[src/rtl/cu_pkg.sv]
// Shared constants for the control unit: FSM state codes, opcodes and
// A-source select codes. Execute states are {1'b1, opcode}.
package cu_pkg;

    localparam logic [3:0] ST_START  = 4'b0000;
    localparam logic [3:0] ST_FETCH  = 4'b0001;
    localparam logic [3:0] ST_DECODE = 4'b0010;
    localparam logic [3:0] ST_WAIT   = 4'b0011;  // single-step hold before FETCH
    localparam logic [3:0] ST_LOAD   = 4'b1000;
    localparam logic [3:0] ST_STORE  = 4'b1001;
    localparam logic [3:0] ST_ADD    = 4'b1010;
    localparam logic [3:0] ST_SUB    = 4'b1011;
    localparam logic [3:0] ST_INPUT  = 4'b1100;
    localparam logic [3:0] ST_JZ     = 4'b1101;
    localparam logic [3:0] ST_JPOS   = 4'b1110;
    localparam logic [3:0] ST_HALT   = 4'b1111;

    localparam logic [2:0] OP_LOAD  = 3'b000;
    localparam logic [2:0] OP_STORE = 3'b001;
    localparam logic [2:0] OP_ADD   = 3'b010;
    localparam logic [2:0] OP_SUB   = 3'b011;
    localparam logic [2:0] OP_INPUT = 3'b100;
    localparam logic [2:0] OP_JZ    = 3'b101;
    localparam logic [2:0] OP_JPOS  = 3'b110;
    localparam logic [2:0] OP_HALT  = 3'b111;

    localparam logic [1:0] ASEL_ALU = 2'd0;
    localparam logic [1:0] ASEL_IN  = 2'd1;
    localparam logic [1:0] ASEL_RAM = 2'd2;

    function automatic logic [3:0] exec_state(input logic [2:0] op);
        return {1'b1, op};
    endfunction

endpackage

[src/rtl/control_unit_step_edge.sv]
// Single-step helper: registers the operator step input and produces a
// one-cycle pulse on its rising edge. Only built with CU_SINGLE_STEP_EN.
`ifdef CU_SINGLE_STEP_EN
module step_edge (
    input  logic clk,
    input  logic clear,
    input  logic step,
    output logic step_pulse
);

    logic step_q;
    logic step_d;

    // Next value of the step history register
    always_comb begin
        step_d = step;
    end

    // Step history register, cleared asynchronously
    always_ff @(posedge clk or negedge clear) begin
        if (!clear) step_q <= 1'b0;
        else        step_q <= step_d;
    end

    assign step_pulse = step & ~step_q;

endmodule
`endif

[src/rtl/control_unit.sv]
// Control-unit FSM driving the DataPath: fetch -> decode -> execute per
// instruction, INPUT waits on enter, HALT is absorbing until clear.
// Optional feature macro CU_SINGLE_STEP_EN adds a `step` port and holds
// every entry into FETCH until a rising edge of step is seen.
module control_unit
    import cu_pkg::*;
#(
    parameter int unsigned CNT_W = 8
) (
    input  logic             clk,
    input  logic             clear,
    input  logic [2:0]       IR75,
    input  logic             Aeq0,
    input  logic             Apos,
    input  logic             enter,
`ifdef CU_SINGLE_STEP_EN
    input  logic             step,
`endif
    output logic             IRload,
    output logic             JMPmux,
    output logic             PCload,
    output logic             Meminst,
    output logic             MemWr,
    output logic [1:0]       Asel,
    output logic             Aload,
    output logic             Sub,
    output logic             halt,
    output logic [3:0]       state,
    output logic [CNT_W-1:0] instr_count
);

`ifdef CU_SINGLE_STEP_EN
    localparam logic [3:0] FETCH_ENTRY = ST_WAIT;
    logic step_pulse;

    step_edge u_step_edge (
        .clk        (clk),
        .clear      (clear),
        .step       (step),
        .step_pulse (step_pulse)
    );
`else
    localparam logic [3:0] FETCH_ENTRY = ST_FETCH;
`endif

    logic [3:0]       state_q, state_d;
    logic [CNT_W-1:0] cnt_q, cnt_d;
    logic             retire;

    // Next-state and retirement decision; HALT entry retires from DECODE
    always_comb begin
        state_d = state_q;
        retire  = 1'b0;
        case (state_q)
            ST_START:  state_d = FETCH_ENTRY;
`ifdef CU_SINGLE_STEP_EN
            ST_WAIT:   if (step_pulse) state_d = ST_FETCH;
`endif
            ST_FETCH:  state_d = ST_DECODE;
            ST_DECODE: begin
                state_d = exec_state(IR75);
                retire  = (IR75 == OP_HALT);
            end
            ST_INPUT: begin
                if (enter) begin
                    state_d = FETCH_ENTRY;
                    retire  = 1'b1;
                end
            end
            ST_HALT:   state_d = ST_HALT;
            default: begin
                if (state_q[3]) begin
                    state_d = FETCH_ENTRY;
                    retire  = 1'b1;
                end else begin
                    state_d = ST_START;
                end
            end
        endcase
    end

    // Retired-instruction counter, wraps modulo 2^CNT_W
    always_comb begin
        cnt_d = cnt_q;
        if (retire) cnt_d = cnt_q + CNT_W'(1);
    end

    // State and counter registers, cleared asynchronously
    always_ff @(posedge clk or negedge clear) begin
        if (!clear) begin
            state_q <= ST_START;
            cnt_q   <= '0;
        end else begin
            state_q <= state_d;
            cnt_q   <= cnt_d;
        end
    end

    // Output decode: Moore from state, except Aload/PCload which follow inputs
    always_comb begin
        IRload  = 1'b0;
        JMPmux  = 1'b0;
        PCload  = 1'b0;
        Meminst = 1'b0;
        MemWr   = 1'b0;
        Asel    = ASEL_ALU;
        Aload   = 1'b0;
        Sub     = 1'b0;
        halt    = 1'b0;
        case (state_q)
            ST_FETCH: begin
                IRload = 1'b1;
                PCload = 1'b1;
            end
            ST_DECODE: Meminst = 1'b1;
            ST_LOAD: begin
                Meminst = 1'b1;
                Asel    = ASEL_RAM;
                Aload   = 1'b1;
            end
            ST_STORE: begin
                Meminst = 1'b1;
                MemWr   = 1'b1;
            end
            ST_ADD: begin
                Meminst = 1'b1;
                Aload   = 1'b1;
            end
            ST_SUB: begin
                Meminst = 1'b1;
                Aload   = 1'b1;
                Sub     = 1'b1;
            end
            ST_INPUT: begin
                Asel  = ASEL_IN;
                Aload = enter;
            end
            ST_JZ: begin
                JMPmux = 1'b1;
                PCload = Aeq0;
            end
            ST_JPOS: begin
                JMPmux = 1'b1;
                PCload = Apos;
            end
            ST_HALT: halt = 1'b1;
            default: ;
        endcase
    end

    assign state       = state_q;
    assign instr_count = cnt_q;

endmodule

[config.mk]
export PLATFORM = sky130hd
export DESIGN_NAME = control_unit
export DESIGN_NICKNAME = d
export VERILOG_FILES = /design/src/rtl/cu_pkg.sv /design/src/rtl/control_unit_step_edge.sv /design/src/rtl/control_unit.sv
export SDC_FILE = /design/constraint.sdc
export NUM_CORES = 1
export LEC_CHECK = 0
export ABC_AREA = 1
export ABC_CLOCK_PERIOD_IN_PS = 1400
export BUFFER_PORTS_ARGS = -buffer_cell sky130_fd_sc_hd__buf_2
export CORE_AREA = 2 2 44 46
export DETAILED_ROUTE_END_ITERATION = 12
export DIE_AREA = 0 0 46 48
export GPL_TIMING_DRIVEN = 0
export PLACE_DENSITY = 0.72
export SLEW_MARGIN = 20
export SYNTH_ARGS = -nofsm -noshare
export SYNTH_HDL_FRONTEND = slang
export SYNTH_SLANG_ARGS = --single-unit
export TNS_END_PERCENT = 50
[constraint.sdc]
create_clock -name clk -period 1.4 [get_ports clk]
set_input_delay 0.28 -clock clk [delete_from_list [all_inputs] [get_ports clk]]
set_output_delay 0.28 -clock clk [all_outputs]
set_load 0.005 [all_outputs]
==> impl_results.md <==
* Worst Tran Pin Value at 0.336 ns
* Vias/cell at slightly above 5
* Grt ovf at 0
* Antenna violations before repair at 0
* DRC viols at 0
* Failing checks: negative setup slack
* Core area at 1690 um^2
* Detailed Route WL at 1980 um
* Diode count at 0
* Mean Syn Cell Area at 7.03 um^2
* Final Hold Fails at 0
* WL per Instance at between 10 and 15 um
* Max Cap Viol at 0
* Synth top area cells: dfrtp_1 39%, nand2_1 14%, nand3_1 9.1%
* First-pass GRT wire length at approximately 2700 um
* Clock slew at reported path FFs at around 0.06 ns
* Critical Path AT at 1.28 ns
* Worst Hold Class: primary input to register
* CTS tree: yes
* Root Buffer: clkbuf_4
* DIE HEIGHT at 48 um
* Initial core utilization at 0.458
* Via count at 863
* Die X at roughly 46 um
* Achievable Freq at approximately 640 MHz
* Unique cell type count in the Yosys netlist at 20
* FILL cells at between 100 and 150
* Syn-to-layout area delta at 43.2%
* TritonCTS Buffers at 3
* RSZ-0062 raised after global routing: true
* Max FO, Critical Path at 6
* #FFs+latches synth at 12
* Top Ports at 30
* Synth area leader: dfrtp_1
* Post-route ant nets at 0
* Syn Inst Count at 110
* Layout cells sized above 1 at 0.428
* PwrDens at around 520 nW/um^2
* Count leader, synth: nand2_1
* Largest net degree at the start of global routing at 13
* EDFF count, synth at 0
* Sequential area share after synthesis at 0.388
* Leakage at roughly 0.00065 uW
* Syn nets at 119
* Status: finished, violations left
* Worst rel slew slack at 0.774
* Post-layout util at 0.656
* Syn Std Cell Area at slightly below 800 um^2
* Clock skew at between 0.007 and 0.008 ns
* WS Path Type: register to output pin
* Port Buffers at 29
* CP Data Required Time at 1.12 ns
* Setup-failing EPs final at 16
* Hold WS at 0.274 ns
* Crit start category: register
* Main synth FF type: dfrtp_1
* GRT Overall Usage at 0.175
* RePlAce Congestion at ~0.8
* # H-tree levels at 1
* Tmin final at between 1.5 and 2 ns
* Setup TNS at -0.926 ns
* 1st-pass router iterations at 4
* CTS sink cnt at 12
* Final worst setup slack at -0.162 ns
* Cell Rows at 15
* Vias in the first global route at 668
* Die Footprint at 2210 um^2
* Post-DP HPWL at 1300 um
* Yosys top cell area share at 0.388
* Number of synthesis warnings at 0
* Iter 0 DRT Violations at 26
* CP endpoint kind: output pin
* Clock latency on the worst-skew pair at 0.27 ns
* Final Cycle Share at 1.12
* Final nets at roughly 160
* Peak VDD IR at 0.582 mV
* Pins Over Slew Limit at 0
* Synth cell count leaders: 29 x nand2_1, 18 x inv_1, 14 x nand3_1
* Post-synth ARST share at 1.00
* Clock buffer depth at 2
-- cells by family after synthesis --
| logic type | synth area share |
|---|---|
| DFF | 0.388 |
| adders and majority gates | 0.0162 |
| buffers and inverters | 0.0971 |
| and+or+nand+nor | 0.361 |
| xor gates and xnor gates | 0.0566 |
| AOI/OAI and AO/OA | 0.0809 |
-- registers in the layout, indices dropped and copies added, names as in the netlist --
signal       cells
state            4
instr_count      8
-- placed cells by master (no fill, tap or decap), drive strengths merged --
cell,n
a21oi,3
o22ai,1
o21ai,3
dlygate4sd3,1
nor3,1
inv,20
nor2,13
ha,1
dfrtp,12
xor2,4
buf,38
nand3,15
clkbuf,3
nand4,1
a21boi,1
nand2,33
xnor2,1
o211ai,1
-- power breakdown --
group | switching (uW) | internal, uW
sequential | 0 | 346
clock | 102 | 99.4
combinational | 13.6 | 10.1
total | 116 | 456
-- final cells by class --
type | count | area, um^2 | area share
clock buffers | 3 | 22.5 | 0.0203
inverters | 20 | 77.6 | 0.0701
multi-input cells | 78 | 454 | 0.410
flip-flops and latches | 12 | 305 | 0.276
well taps | 17 | 21.3 | 0.0192
repair buffers | 39 | 226 | 0.205
-- repair_timing --
action	CTS	global route
hold buffers	1	0
cloned	0	0
endpoints found under the setup margin	15	19
buffers inserted	3	6
hold endpoints to repair	12	0
resized for setup	7	16
pin swaps	3	5
-- routing by layer --
layer  share of wire  global-route usage  vias to the layer above
met2            0.52               0.292                       24
li1                -                   -                      435
met4           0.011              0.0514                        0
met5               0                   0                        -
met1            0.42               0.218                      400
met3           0.046              0.0566                        4
-- through the flow --
step / instance area (um^2) / cells / power [uW] / worst slack [ns]
after floorplan: 773 / 110 / 358 / 0.161
after global placement: 940 / 156 / 374 / -0.0288
after detailed placement: 940 / 156 / 375 / -0.00768
after CTS: 1010 / 163 / 579 / -0.131
after global routing: 1110 / 169 / 600 / -0.204
final: 1110 / 169 / 572 / -0.162
-- final timing paths --
| path | from | endpoint | slack (ns) | depth (start not counted) |
|---|---|---|---|---|
| max in group asynchronous | clear | state[2] | 0.75 | 2 |
| min reg2reg | instr_count[3] | instr_count[3] | 0.57 | 2 |
| min in group asynchronous | clear | instr_count[6] | 0.41 | 2 |
| max reg2reg | state[1] | instr_count[7] | -0.01 | 8 |
| min | IR75[2] | state[2] | 0.27 | 3 |
| max | state[0] | Aload | -0.16 | 5 |
-- critical path: stages, from the launching register on --
cell	delay (ns)
dfrtp_2	0.46
inv_2	0.10
nor2_4	0.05
buf_4	0.13
o22ai_2	0.14
buf_2	0.13
No activity file was read; power rests on OpenSTA's default activity.
